==> config.mk <==
export PLATFORM = sky130hd
export DESIGN_NAME = axi_lite_uart
export DESIGN_NICKNAME = d
export VERILOG_FILES = /design/src/rtl/axi_lite_uart.sv
export SDC_FILE = /design/constraint.sdc
export NUM_CORES = 1
export LEC_CHECK = 0
export ABC_AREA = 1
export CAP_MARGIN = 25
export CELL_PAD_IN_SITES_DETAIL_PLACEMENT = 0
export CELL_PAD_IN_SITES_GLOBAL_PLACEMENT = 1
export CORE_MARGIN = 10
export CORE_UTILIZATION = 35
export DETAILED_ROUTE_END_ITERATION = 6
export PLACE_DENSITY = 0.69
export SKIP_LAST_GASP = 1
export SYNTH_ARGS = -nofsm -noshare
export SYNTH_HDL_FRONTEND = slang
export SYNTH_SLANG_ARGS = --single-unit
==> constraint.sdc <==
create_clock -name clock -period 27 [get_ports clock]
set_input_delay 8.1 -clock clock [delete_from_list [all_inputs] [get_ports clock]]
set_output_delay 8.1 -clock clock [all_outputs]
set_load 0.01 [all_outputs]
==> src/rtl/axi_lite_uart.sv <==
// AXI4-Lite UART with TX/RX FIFOs, fixed-divisor baud timing and a 4-register map.
// Define UART_PARITY_EN for 8E1 framing; the default build is 8N1.
module axi_lite_uart #(
    parameter int unsigned CLK_DIV    = 868,
    parameter int unsigned FIFO_DEPTH = 16,
    parameter int unsigned ADDR_WIDTH = 13
) (
    input  logic                  clock,
    input  logic                  reset,
    input  logic [ADDR_WIDTH-1:0] s_aw_addr,
    input  logic                  s_aw_valid,
    output logic                  s_aw_ready,
    input  logic [31:0]           s_w_data,
    input  logic [3:0]            s_w_strb,
    input  logic                  s_w_valid,
    output logic                  s_w_ready,
    output logic [1:0]            s_b_resp,
    output logic                  s_b_valid,
    input  logic                  s_b_ready,
    input  logic [ADDR_WIDTH-1:0] s_ar_addr,
    input  logic                  s_ar_valid,
    output logic                  s_ar_ready,
    output logic [31:0]           s_r_data,
    output logic [1:0]            s_r_resp,
    output logic                  s_r_valid,
    input  logic                  s_r_ready,
    input  logic                  uart_RX,
    output logic                  uart_TX,
    output logic                  interrupt
);
    localparam int unsigned PtrW = $clog2(FIFO_DEPTH);
    localparam int unsigned CntW = PtrW + 1;
    localparam logic [CntW-1:0] FullCnt = CntW'(FIFO_DEPTH);
    localparam logic [15:0] BitLast = 16'(CLK_DIV - 1);
    localparam logic [15:0] HalfBit = 16'(CLK_DIV / 2);

    typedef enum logic [2:0] {StIdle, StStart, StData, StParity, StStop} uart_state_e;

    logic            aw_ready_q, w_ready_q, aw_full_q, w_full_q, b_valid_q;
    logic [1:0]      wr_addr_q;
    logic [7:0]      wr_data_q;
    logic            wr_strb_q;
    logic            r_valid_q;
    logic [31:0]     r_data_q, rdata;
    logic            intr_en_q, tx_flush_q, rx_flush_q, intr_q;
    logic            overrun_q, frame_err_q, parity_err;
    logic [7:0]      status;

    logic [7:0]      tx_mem_q [FIFO_DEPTH];
    logic [PtrW-1:0] tx_wptr_q, tx_rptr_q;
    logic [CntW-1:0] tx_cnt_q;
    logic [7:0]      rx_mem_q [FIFO_DEPTH];
    logic [PtrW-1:0] rx_wptr_q, rx_rptr_q;
    logic [CntW-1:0] rx_cnt_q;
    logic            tx_empty, tx_full, rx_empty, rx_full;

    uart_state_e     tx_state_q, rx_state_q;
    logic [15:0]     tx_baud_q, rx_baud_q;
    logic [2:0]      tx_bit_q, rx_bit_q;
    logic [7:0]      tx_shift_q, rx_shift_q;
    logic            tx_q;
    logic            rx_s1_q, rx_s2_q, rx_prev_q;

    logic wr_fire, ar_hs, tx_push, tx_pop, rx_push, rx_pop, ctrl_wr, stat_rd;
    logic rx_stop_hit, rx_frame_bad, rx_par_bad, rx_ovr;
    logic unused_bits;

`ifdef UART_PARITY_EN
    logic tx_par_q, rx_par_q, parity_err_q;
    assign parity_err = parity_err_q;
    assign rx_par_bad = rx_stop_hit && rx_s2_q && (rx_par_q != ^rx_shift_q);
`else
    assign parity_err = 1'b0;
    assign rx_par_bad = 1'b0;
`endif

    assign unused_bits = ^{s_aw_addr[ADDR_WIDTH-1:4], s_aw_addr[1:0], s_ar_addr[ADDR_WIDTH-1:4],
                           s_ar_addr[1:0], s_w_data[31:8], s_w_strb[3:1]};

    assign s_aw_ready = aw_ready_q;
    assign s_w_ready  = w_ready_q;
    assign s_b_valid  = b_valid_q;
    assign s_b_resp   = 2'b00;
    assign s_ar_ready = !r_valid_q;
    assign s_r_valid  = r_valid_q;
    assign s_r_data   = r_data_q;
    assign s_r_resp   = 2'b00;
    assign uart_TX    = tx_q;
    assign interrupt  = intr_q;

    assign tx_empty = (tx_cnt_q == '0);
    assign tx_full  = (tx_cnt_q == FullCnt);
    assign rx_empty = (rx_cnt_q == '0);
    assign rx_full  = (rx_cnt_q == FullCnt);

    // Register write fires once both address and data have been captured.
    assign wr_fire = aw_full_q && w_full_q;
    assign tx_push = wr_fire && wr_strb_q && (wr_addr_q == 2'd1) && !tx_full;
    assign ctrl_wr = wr_fire && wr_strb_q && (wr_addr_q == 2'd3);
    assign ar_hs   = s_ar_valid && !r_valid_q;
    assign rx_pop  = ar_hs && (s_ar_addr[3:2] == 2'd0) && !rx_empty;
    assign stat_rd = ar_hs && (s_ar_addr[3:2] == 2'd2);
    assign tx_pop  = (tx_state_q == StIdle) && !tx_empty;

    assign rx_stop_hit  = (rx_state_q == StStop) && (rx_baud_q == BitLast);
    assign rx_frame_bad = rx_stop_hit && !rx_s2_q;
    assign rx_ovr       = rx_stop_hit && rx_s2_q && !rx_par_bad && rx_full;
    assign rx_push      = rx_stop_hit && rx_s2_q && !rx_par_bad && !rx_full;

    assign status = {parity_err, frame_err_q, overrun_q, intr_en_q,
                     tx_full, tx_empty, rx_full, !rx_empty};

    always_comb begin
        rdata = 32'h0;
        case (s_ar_addr[3:2])
            2'd0:    rdata = rx_empty ? 32'h0 : {24'h0, rx_mem_q[rx_rptr_q]};
            2'd2:    rdata = {24'h0, status};
            default: rdata = 32'h0;
        endcase
    end

    always_ff @(posedge clock or posedge reset) begin
        if (reset) begin
            aw_ready_q <= 1'b1;
            w_ready_q  <= 1'b1;
            aw_full_q  <= 1'b0;
            w_full_q   <= 1'b0;
            b_valid_q  <= 1'b0;
            wr_addr_q  <= '0;
            wr_data_q  <= '0;
            wr_strb_q  <= 1'b0;
            r_valid_q  <= 1'b0;
            r_data_q   <= '0;
        end else begin
            if (s_aw_valid && aw_ready_q) begin
                aw_ready_q <= 1'b0;
                aw_full_q  <= 1'b1;
                wr_addr_q  <= s_aw_addr[3:2];
            end
            if (s_w_valid && w_ready_q) begin
                w_ready_q <= 1'b0;
                w_full_q  <= 1'b1;
                wr_data_q <= s_w_data[7:0];
                wr_strb_q <= s_w_strb[0];
            end
            if (wr_fire) begin
                aw_full_q <= 1'b0;
                w_full_q  <= 1'b0;
                b_valid_q <= 1'b1;
            end
            if (b_valid_q && s_b_ready) begin
                b_valid_q  <= 1'b0;
                aw_ready_q <= 1'b1;
                w_ready_q  <= 1'b1;
            end
            if (ar_hs) begin
                r_valid_q <= 1'b1;
                r_data_q  <= rdata;
            end else if (r_valid_q && s_r_ready) begin
                r_valid_q <= 1'b0;
            end
        end
    end

    // Sticky error flags: a new error in the same cycle as a STATUS read is kept.
    always_ff @(posedge clock or posedge reset) begin
        if (reset) begin
            intr_en_q   <= 1'b0;
            tx_flush_q  <= 1'b0;
            rx_flush_q  <= 1'b0;
            overrun_q   <= 1'b0;
            frame_err_q <= 1'b0;
            intr_q      <= 1'b0;
`ifdef UART_PARITY_EN
            parity_err_q <= 1'b0;
`endif
        end else begin
            tx_flush_q <= ctrl_wr && wr_data_q[0];
            rx_flush_q <= ctrl_wr && wr_data_q[1];
            if (ctrl_wr) intr_en_q <= wr_data_q[4];
            if (stat_rd) begin
                overrun_q   <= 1'b0;
                frame_err_q <= 1'b0;
            end
            if (rx_ovr) overrun_q <= 1'b1;
            if (rx_frame_bad) frame_err_q <= 1'b1;
`ifdef UART_PARITY_EN
            if (stat_rd) parity_err_q <= 1'b0;
            if (rx_par_bad) parity_err_q <= 1'b1;
`endif
            intr_q <= intr_en_q && (!rx_empty || tx_empty);
        end
    end

    always_ff @(posedge clock or posedge reset) begin
        if (reset) begin
            for (int unsigned i = 0; i < FIFO_DEPTH; i++) tx_mem_q[i] <= '0;
            tx_wptr_q <= '0;
            tx_rptr_q <= '0;
            tx_cnt_q  <= '0;
        end else if (tx_flush_q) begin
            tx_wptr_q <= '0;
            tx_rptr_q <= '0;
            tx_cnt_q  <= '0;
        end else begin
            if (tx_push) begin
                tx_mem_q[tx_wptr_q] <= wr_data_q;
                tx_wptr_q           <= tx_wptr_q + PtrW'(1);
            end
            if (tx_pop) tx_rptr_q <= tx_rptr_q + PtrW'(1);
            if (tx_push && !tx_pop) tx_cnt_q <= tx_cnt_q + CntW'(1);
            else if (!tx_push && tx_pop) tx_cnt_q <= tx_cnt_q - CntW'(1);
        end
    end

    always_ff @(posedge clock or posedge reset) begin
        if (reset) begin
            for (int unsigned i = 0; i < FIFO_DEPTH; i++) rx_mem_q[i] <= '0;
            rx_wptr_q <= '0;
            rx_rptr_q <= '0;
            rx_cnt_q  <= '0;
        end else if (rx_flush_q) begin
            rx_wptr_q <= '0;
            rx_rptr_q <= '0;
            rx_cnt_q  <= '0;
        end else begin
            if (rx_push) begin
                rx_mem_q[rx_wptr_q] <= rx_shift_q;
                rx_wptr_q           <= rx_wptr_q + PtrW'(1);
            end
            if (rx_pop) rx_rptr_q <= rx_rptr_q + PtrW'(1);
            if (rx_push && !rx_pop) rx_cnt_q <= rx_cnt_q + CntW'(1);
            else if (!rx_push && rx_pop) rx_cnt_q <= rx_cnt_q - CntW'(1);
        end
    end

    always_ff @(posedge clock or posedge reset) begin
        if (reset) begin
            tx_state_q <= StIdle;
            tx_baud_q  <= '0;
            tx_bit_q   <= '0;
            tx_shift_q <= '0;
            tx_q       <= 1'b1;
`ifdef UART_PARITY_EN
            tx_par_q   <= 1'b0;
`endif
        end else begin
            case (tx_state_q)
                StIdle: begin
                    if (tx_pop) begin
                        tx_shift_q <= tx_mem_q[tx_rptr_q];
`ifdef UART_PARITY_EN
                        tx_par_q   <= ^tx_mem_q[tx_rptr_q];
`endif
                        tx_baud_q  <= '0;
                        tx_q       <= 1'b0;
                        tx_state_q <= StStart;
                    end
                end
                StStart: begin
                    if (tx_baud_q == BitLast) begin
                        tx_baud_q  <= '0;
                        tx_bit_q   <= '0;
                        tx_q       <= tx_shift_q[0];
                        tx_shift_q <= tx_shift_q >> 1;
                        tx_state_q <= StData;
                    end else tx_baud_q <= tx_baud_q + 16'd1;
                end
                StData: begin
                    if (tx_baud_q == BitLast) begin
                        tx_baud_q <= '0;
                        tx_bit_q  <= tx_bit_q + 3'd1;
                        if (tx_bit_q == 3'd7) begin
`ifdef UART_PARITY_EN
                            tx_q       <= tx_par_q;
                            tx_state_q <= StParity;
`else
                            tx_q       <= 1'b1;
                            tx_state_q <= StStop;
`endif
                        end else begin
                            tx_q       <= tx_shift_q[0];
                            tx_shift_q <= tx_shift_q >> 1;
                        end
                    end else tx_baud_q <= tx_baud_q + 16'd1;
                end
                StParity: begin
                    if (tx_baud_q == BitLast) begin
                        tx_baud_q  <= '0;
                        tx_q       <= 1'b1;
                        tx_state_q <= StStop;
                    end else tx_baud_q <= tx_baud_q + 16'd1;
                end
                StStop: begin
                    if (tx_baud_q == BitLast) begin
                        tx_baud_q  <= '0;
                        tx_state_q <= StIdle;
                    end else tx_baud_q <= tx_baud_q + 16'd1;
                end
                default: begin
                    tx_q       <= 1'b1;
                    tx_state_q <= StIdle;
                end
            endcase
        end
    end

    // Synchronizer idles high so reset release never looks like a start edge.
    always_ff @(posedge clock or posedge reset) begin
        if (reset) begin
            rx_s1_q    <= 1'b1;
            rx_s2_q    <= 1'b1;
            rx_prev_q  <= 1'b1;
            rx_state_q <= StIdle;
            rx_baud_q  <= '0;
            rx_bit_q   <= '0;
            rx_shift_q <= '0;
`ifdef UART_PARITY_EN
            rx_par_q   <= 1'b0;
`endif
        end else begin
            rx_s1_q   <= uart_RX;
            rx_s2_q   <= rx_s1_q;
            rx_prev_q <= rx_s2_q;
            case (rx_state_q)
                StIdle: begin
                    if (rx_prev_q && !rx_s2_q) begin
                        rx_baud_q  <= '0;
                        rx_state_q <= StStart;
                    end
                end
                StStart: begin
                    if (rx_baud_q == HalfBit) begin
                        rx_baud_q  <= '0;
                        rx_bit_q   <= '0;
                        rx_state_q <= rx_s2_q ? StIdle : StData;
                    end else rx_baud_q <= rx_baud_q + 16'd1;
                end
                StData: begin
                    if (rx_baud_q == BitLast) begin
                        rx_baud_q  <= '0;
                        rx_shift_q <= {rx_s2_q, rx_shift_q[7:1]};
                        rx_bit_q   <= rx_bit_q + 3'd1;
`ifdef UART_PARITY_EN
                        if (rx_bit_q == 3'd7) rx_state_q <= StParity;
`else
                        if (rx_bit_q == 3'd7) rx_state_q <= StStop;
`endif
                    end else rx_baud_q <= rx_baud_q + 16'd1;
                end
                StParity: begin
                    if (rx_baud_q == BitLast) begin
                        rx_baud_q  <= '0;
`ifdef UART_PARITY_EN
                        rx_par_q   <= rx_s2_q;
`endif
                        rx_state_q <= StStop;
                    end else rx_baud_q <= rx_baud_q + 16'd1;
                end
                StStop: begin
                    if (rx_baud_q == BitLast) begin
                        rx_baud_q  <= '0;
                        rx_state_q <= StIdle;
                    end else rx_baud_q <= rx_baud_q + 16'd1;
                end
                default: rx_state_q <= StIdle;
            endcase
        end
    end
endmodule

==> impl_metrics.ini <==
[routing]
vias_per_cell = 5.186
drcViolationCount = 0
final_antenna_net_count = 0
wire_per_inst_um = 17.21
drt_wl_total_mm = 53.60
num_vias = 16149
firstDrtPassIters = 6
drt_iter0_drc = 1384

[cts]
cts_resized = 0
cts_tree = yes
cts_setup_buffers = 0
clock_path_buffers = 3
hold_buffers = 0
clkLatencyLatePin_ns = 0.57
clkTransAtPathRegs_ns = 0.06
cts.sinks = 377
htree_num_levels = 2
cts-root-buf = clkbuf_16
cts_made_buffers = 43

[placed_design]
io_buffers = 35
gp_congestion = 0.8426
postPlaceCellArea_um2 = 19790
hpwl_mm = 34.11

[synth]
yosysMostFrequentCell = nand2_1
yosys_register_bits = 377
synth_ff_type = dfrtp_1
ys.warnings.count = 0
synth.area.top_cells = dfrtp_1 48%, nand2_1 12%, o21ai_0 8.6%
syn_area_um2 = 19310
syn_area_per_cell_um2 = 8.011
yosysSeqAreaShare_pct = 48.90
synth-edff-count = 0
synth_top_cell_by_area = dfrtp_1
synth_top_area_share_pct = 48.09
ys_types = 48
syn_inst = 2410
synthTopCellsByCount = 608 x nand2_1, 371 x dfrtp_1, 331 x o21ai_0, 213 x inv_1, 197 x nor2_1
postSynth.asyncResetShare_pct = 100.0

[outcome]
status = completed

[job]
cap_viol_max_count = 0

[grt]
grt_first_pass_wirelength_mm = 87.20
antenna_found_initial = 0
overflow = 0
grt_pass1_vias = 15611
grt_max_degree = 172
track_usage_pct = 16.65

[timing]
setup_viol = 0
maxSlewHeadroom_pct = 29.89
tightest_slew_ns = 1.052
hold_viol = 0
clock_skew_ns = 0.01387
fmax_mhz = 98.43
finalMaxSlewViolations = 0
period_share_pct = 37.63
min_period_ns = 10.16
rsz0062_at_grt = no
finalSetupTns_ns = 0

[power]
intPower_mw = 1.160
p_per_area_nw_per_um2 = 90.12
switchingPower_uw = 752.6
power.leakage_nw = 10.68
netSwitchingFraction_pct = 39.34
pwr-share-clk_pct = 30.1
vdd_drop_max_mv = 0.06138
p_seq_share_pct = 35.9
p_comb_share_pct = 34.0

[die]
core_um2 = 54880
die_h_um = 254.9
std_cell_rows = 86
dieArea_um2 = 64960
dieWidth_um = 254.9
io_pins = 113
start_util_pct = 35.18

[finish]
area_growth_pct = 9.948
drive_gt1_share_pct = 5.602
fin_area_um2 = 21230
antenna_cells = 0
fin_nets = 2475

[critical_path]
slowest_stage = fa_1
worst_ep_arrival_time_ns = 10.62
worstPathMaxFanout = 11
worstSetupPathType = input port to flop
crit_chain = clkdlybuf4s50_1 > nand2_1 > inv_1 > nand3_2 > nand3_1 > fa_1 > nand3_1 > nand2_1 > nand2_1 > nand2_1 > nand4_1 > nand2_1 > nand2_1 > nand2_1
worstSetupStartpointType = input port
critPathCaptureType = flop
critPathMostFrequentCell = nand2_1
crit_required_ns = 27.46
cp_slowest_stage_delay_ns = 0.52

[hold_path]
min_path_type = flop to flop
[final cells by class]
cell class	count	area, um^2
tap	704	880.8
sequential	377	9444
clock buffer	64	1245
clock inverter	12	123.9
multi-input combinational	1680	8145
fill	5744	33650
timing repair buffer	51	530.5
inverter	226	858.3
[state kept, by name (all words and copies together), names as in the netlist, 3 cells and up]
signal	count
rx_bit_q	3
tx_mem_q	128
rx_rptr_q	4
tx_rptr_q	4
rx_wptr_q	4
rx_cnt_q	5
tx_baud_q	16
s_r_data	8
tx_shift_q	8
rx_mem_q	128
rx_shift_q	8
tx_cnt_q	5
tx_state_q	3
tx_wptr_q	4
wr_data_q	8
tx_bit_q	3
rx_baud_q	16
rx_state_q	3
[stage by stage]
stage / setup WS, ns / cells / power [mW] / hold slack [ns] / util, %
after floorplan: 8.438 / 2437 / 1.125 / 0.3452 / -
after global placement: 16.27 / 3035 / 1.344 / 0.3571 / 36.06
after detailed placement: 16.22 / 3035 / 1.348 / 0.3503 / 36.06
after CTS: 16.82 / 3111 / 1.938 / 0.3594 / 38.55
after global routing: 16.54 / 3114 / 2.048 / 0.3635 / 38.68
final: 16.84 / 3114 / 1.913 / 0.3570 / 38.68
[routing by layer]
metal	global-route usage [%]	vias to the layer above	part of all wire, %
met3	2.162	84	4.2
met1	22.71	7847	46
met2	26.95	337	47
li1	-	7881	-
met4	5.474	0	2.7
met5	0	-	0
[cells in the final DEF, fill, tap and decap left out, drive strengths merged, types with 4 or more instances in the layout]
cell / count
nor2: 218
xor2: 8
o21ai: 335
buf: 16
nor3b: 4
inv: 225
o211ai: 33
nand3: 121
o22ai: 19
dfstp: 6
a21oi: 65
clkdlybuf4s50: 35
dfrtp: 371
clkinv: 10
conb: 28
nand4: 148
clkbuf: 64
o221ai: 5
nor4: 4
nor3: 36
xnor2: 6
nand2: 609
ha: 24
[path summary, 6_finish.rpt]
check	slack [ns]	endpoint	from	cells after the start
min	0.36	rx_s2_q	rx_s1_q	0
min reg2reg	0.36	rx_s2_q	rx_s1_q	0
max reg2reg	23.29	rx_mem_q[59]	rx_baud_q[1]	10
max	16.84	rx_cnt_q[4]	s_ar_valid	14
min in group asynchronous	7.82	s_b_valid	reset	2
max in group asynchronous	17.37	rx_mem_q[17]	reset	4
[logic make-up after synthesis]
family | synth area share [%]
compound gates | 12.89
other cells | 0.01942
simple gates | 26.30
buf+inv | 9.436
fa+ha+maj | 1.763
xor+xnor | 0.6351
mux | 0.05185
flops | 48.90
[worst max-delay path: cells and delay by family]
kind                     cells  cell delay (ns)
AND/OR/NAND/NOR             11             1.45
buffers and inverters        2             0.54
adder cells (fa/ha/maj)      1             0.52
[power by group through the flow]
stage	clock (mW)	combinational (mW)	sequential, mW
global route	0.619	0.732	0.697
CTS	0.597	0.650	0.691
detailed placement	0	0.647	0.701
global placement	0	0.644	0.700
finish	0.576	0.650	0.687
floorplan	0	0.448	0.677
Note: power is estimated with default switching activity, not from simulation.
==> variant 1 (same settings) <==
Build with the macro `UART_PARITY_EN` defined.
--- a/src/rtl/axi_lite_uart.sv
+++ b/src/rtl/axi_lite_uart.sv
@@ -1,5 +1,7 @@
 // AXI4-Lite UART with TX/RX FIFOs, fixed-divisor baud timing and a 4-register map.
 // Define UART_PARITY_EN for 8E1 framing; the default build is 8N1.
+`define UART_PARITY_EN
+
 module axi_lite_uart #(
     parameter int unsigned CLK_DIV    = 868,
     parameter int unsigned FIFO_DEPTH = 16,
Check against the original RTL: no difference found for any inputs over 4 cycles, from zero or initial values and one cycle with reset high; that may be too few to reach the edited logic, so the function may still have changed.
==> variant 1 against the original RTL <==
The flow now finishes with violations (DRC); power decreased by 6.2%; register-to-register slack improved by 0.23 ns; synthesized cell count increased by 2.5%; wire length decreased by 1.6%; sequential cell count increased by 3; largest cell class unchanged; clock power increased by 9.0%; count of clock-buffer cells in the layout increased by 1; critical endpoint unchanged; sequential power increased by 0.6%; setup slack got worse by 0.11 ns; sequential share of layout area decreased by 0.32 points; synthesized area decreased by 1.2%; hold slack got worse by 0.00085 ns; design area increased by 1.5%.
==> variant 1: results (changes against the original RTL) <==
largest net degree at the start of global routing=174 (was 172); dominant cells by area after synthesis=dfrtp_1 49%, nand2_1 11%, o21ai_0 8.1%, inv_1 6.6%, a21oi_1 4.8% (was dfrtp_1 48%, nand2_1 12%, o21ai_0 8.6%, nand4_1 4.8%, inv_1 4.1%); Final Worst Setup Slack=16.73 ns (was 16.84 ns); Post-Place Cells=3111 (was 3035); CP max stage delay=0.54 ns (was 0.52 ns); routed via count=15.8k (was 16.1k); first-pass GRT wire length=84.7 mm (was 87.2 mm); met3 wire len=2.73 mm (was 2.25 mm); outcome=finished with violations (was finished, final reports clean); maximum VDD drop=0.0571 mV (was 0.0614 mV); register area share after synthesis=0.499 (was 0.489); filler instances=5538 (was 5744); WL met2=24.5 mm (was 25.1 mm); met1 wire length=24.4 mm (was 24.8 mm); Pre-Repair DR Iteration Count=7 (was 6); Worst-Margin Slew=0.941 ns (was 1.05 ns); CP max FO=13 (was 11); vias in the first global route=15.1k (was 15.6k); Setup WS pre-CTS=16.10 ns (was 16.22 ns); R2R Path Start=rx_shift_q[2]$_DFFE_PP0P_ (was rx_baud_q[1]$_DFFE_PP0P_); clk_skew=0.0295 ns (was 0.0139 ns); wire per inst=16.5 µm (was 17.2 µm); Seq. cell area=9520 µm² (was 9440 µm²); GRT Resource Usage Total=0.166 (was 0.167); R2R Setup Slk=23.52 ns (was 23.29 ns); share of cells above drive strength 1=0.0563 (was 0.0560); Net count, final=2563 (was 2475); Worst R2R Path Depth=17 (was 10); clk_lat worst skew=0.59 ns (was 0.57 ns); DRC=5 (was 0); Mapped Cells=2470 (was 2410); worst path arrival time=10.74 ns (was 10.62 ns); placed cell areas=19900 µm² (was 19800 µm²); failing checks=DRC; Synth cell types=49 (was 48); leak pwr=10.6 nW (was 10.7 nW)
## variant 1: cell families after synthesis
| logic type | count (synthesis) | share of synthesized area |
|---|---|---|
| buf+inv | 484 | 0.103 |
| other cells | 1 | 0.000197 |
| fa+ha+maj | 26 | 0.0178 |
| flops | 380 | 0.499 |
| simple gates | 992 | 0.217 |
| mux | 1 | 0.000525 |
| xor+xnor | 17 | 0.00780 |
| compound gates | 569 | 0.155 |
## variant 1: worst max-delay path by stage
stage | start | end
floorplan | reset | aw_full_q$_DFFE_PP0P_
global placement | s_ar_valid | rx_cnt_q[4]$_DFFE_PP0P_
detailed placement | s_ar_valid | rx_cnt_q[4]$_DFFE_PP0P_
CTS | s_ar_valid | rx_cnt_q[4]$_DFFE_PP0P_
global route | s_ar_valid | rx_cnt_q[4]$_DFFE_PP0P_
finish | s_ar_valid | rx_cnt_q[4]$_DFFE_PP0P_
## variant 1: cell type report
cell class | instances | share of cell area
clock buffers | 65 | 0.0613
clock inverters | 19 | 0.00993
inverters | 346 | 0.0606
multi-input cells | 1633 | 0.358
flip-flops and latches | 380 | 0.442
well taps | 696 | 0.0404
repair buffers | 61 | 0.0284
## variant 1: power breakdown
part / switching (mW) / total (mW) / internal [mW]
clock network: 0.256 / 0.628 / 0.372
logic: 0.329 / 0.476 / 0.146
registers: 0.0670 / 0.691 / 0.624
## variant 1: worst reg2reg max path, delay by kind of cell (launching register included)
kind                       cells  cell delay (ns)
and+or+nand+nor               13             1.40
DFF                            1             0.94
adders and majority gates      1             0.54
buffers and inverters          2             0.35
xor gates and xnor gates       1             0.16
## variant 1: per-layer routing
metal  global-route usage  vias to the layer above
met2                0.266                      335
li1                     -                     7858
met5                    0                        -
met4               0.0502                        0
met1                0.224                     7563
met3               0.0289                       63
==> variant 2 (same flow settings) <==
Made on the original files. Put one more register stage on the output `interrupt`, cleared by the reset. The value now appears one clock later. The other outputs are not delayed to match.
--- a/src/rtl/axi_lite_uart.sv
+++ b/src/rtl/axi_lite_uart.sv
@@ -86,7 +86,13 @@
     assign s_r_data   = r_data_q;
     assign s_r_resp   = 2'b00;
     assign uart_TX    = tx_q;
-    assign interrupt  = intr_q;
+    always_ff @(posedge clock or posedge reset) begin
+        if (reset) begin
+            interrupt <= '0;
+        end else begin
+            interrupt <= intr_q;
+        end
+    end
 
     assign tx_empty = (tx_cnt_q == '0);
     assign tx_full  = (tx_cnt_q == FullCnt);
Formal check against the unedited RTL: not equivalent (a bounded check fails within 4 cycles, from zero or initial values and one cycle with reset high).
==> variant 2 against the original RTL <==
Synthesized area is 1.4% lower; highest routed layer unchanged; final cell count down 1.6%; sequential cell count is 1 higher; largest cell class unchanged; critical path type unchanged; register-to-register slack better by 0.21 ns; design area grew 0.66%; non-clock buffer count shrank 2; wire length grew 1.3%; sequential share of layout area fell by 0.17 points; first-iteration DRC count fell by 4.8%; setup slack worse by 0.049 ns; core utilization up 1.0 points; power decreased by 6.3%.
==> variant 2: results (changes against the original RTL) <==
outcome=finished, final reports clean (unchanged); Clk pwr share=0.377 (was 0.301); GRT Resource Usage Total=0.169 (was 0.167); capture point of the worst reg-to-reg path=rx_mem_q[34]$_DFFE_PP0P_ (was rx_mem_q[59]$_DFFE_PP0P_); WHS=0.355 ns (was 0.357 ns); Setup WS pre-CTS=16.19 ns (was 16.22 ns); Final Worst Setup Slack=16.79 ns (was 16.84 ns); first-pass GRT wire length=87.3 mm (was 87.2 mm); placed cell areas=19700 µm² (was 19800 µm²); DP HPWL=34.1 mm (about the same); dominant cells by area after synthesis=dfrtp_1 49%, nand2_1 11%, o21ai_0 7.9%, nand4_1 4.1%, nor2_1 3.9% (was dfrtp_1 48%, nand2_1 12%, o21ai_0 8.6%, nand4_1 4.8%, inv_1 4.1%); gpl congestion=0.822 (was 0.843); clk_lat worst skew=0.59 ns (was 0.57 ns); Post-Place Cells=2983 (was 3035); post-synthesis compound-gate area fraction=0.135 (was 0.129); Post-Synth XOR/XNOR Area=0.00598 (was 0.00635); relative slew slack=0.281 (was 0.299); maximum VDD drop=0.0516 mV (was 0.0614 mV); mux contribution to synthesized area=0.00473 (was 0.000518); WL met2=23.5 mm (was 25.1 mm); vias per cell=5.20 (was 5.19); total net switching power=0.620 mW (was 0.753 mW); cts bufs inserted=44 (was 43); clk_skew=0.0286 ns (was 0.0139 ns); most frequent cells after synthesis=577 x nand2_1, 372 x dfrtp_1, 301 x o21ai_0, 199 x nor2_1, 197 x inv_1 (was 608 x nand2_1, 371 x dfrtp_1, 331 x o21ai_0, 213 x inv_1, 197 x nor2_1); met1 wire length=26.7 mm (was 24.8 mm); Pre-Repair DR Iteration Count=5 (was 6); P_seq=0.670 mW (was 0.687 mW); Iter 0 DRT Violations=1318 (was 1384); met3 wire len=2.86 mm (was 2.25 mm); wire per inst=17.7 µm (was 17.2 µm); register area share after synthesis=0.497 (was 0.489); adder-cell share of the synthesized area=0.0179 (was 0.0176); Synth cell types=54 (was 48); leak pwr=10.6 nW (was 10.7 nW); part of the power in combinational logic=0.249 (was 0.340)
## variant 2: cell count changes in the layout (fill, tap and decap cells not counted), moves of 10 or more
cell | before | now
o21ai_0 | 331 | 301
nand4_1 | 147 | 124
inv_1 | 211 | 196
o21ai_1 | 4 | 44
nand2_1 | 608 | 577
nor2_2 | 20 | 7
nor3_1 | 34 | 24
nand3_1 | 112 | 122
## variant 2: worst max-delay path: stages
cell             delay [ns]
clkdlybuf4s50_1        0.46
nand2_1                0.29
inv_1                  0.20
nand3_2                0.29
nand3_1                0.37
ha_1                   0.33
a21oi_1                0.18
nand2_1                0.07
nand2_1                0.06
nand2_1                0.06
nand4_1                0.09
nand2_1                0.06
nand2_1                0.06
nand2_1                0.05
## variant 2: final cells by class
cell class / instances / area (µm²)
repair buffers: 49 / 488
inverters: 213 / 808
well taps: 696 / 871
fillers: 5557 / 32400
flip-flops and latches: 378 / 9470
clock inverters: 19 / 357
multi-input cells: 1648 / 8080
clock buffers: 62 / 1300
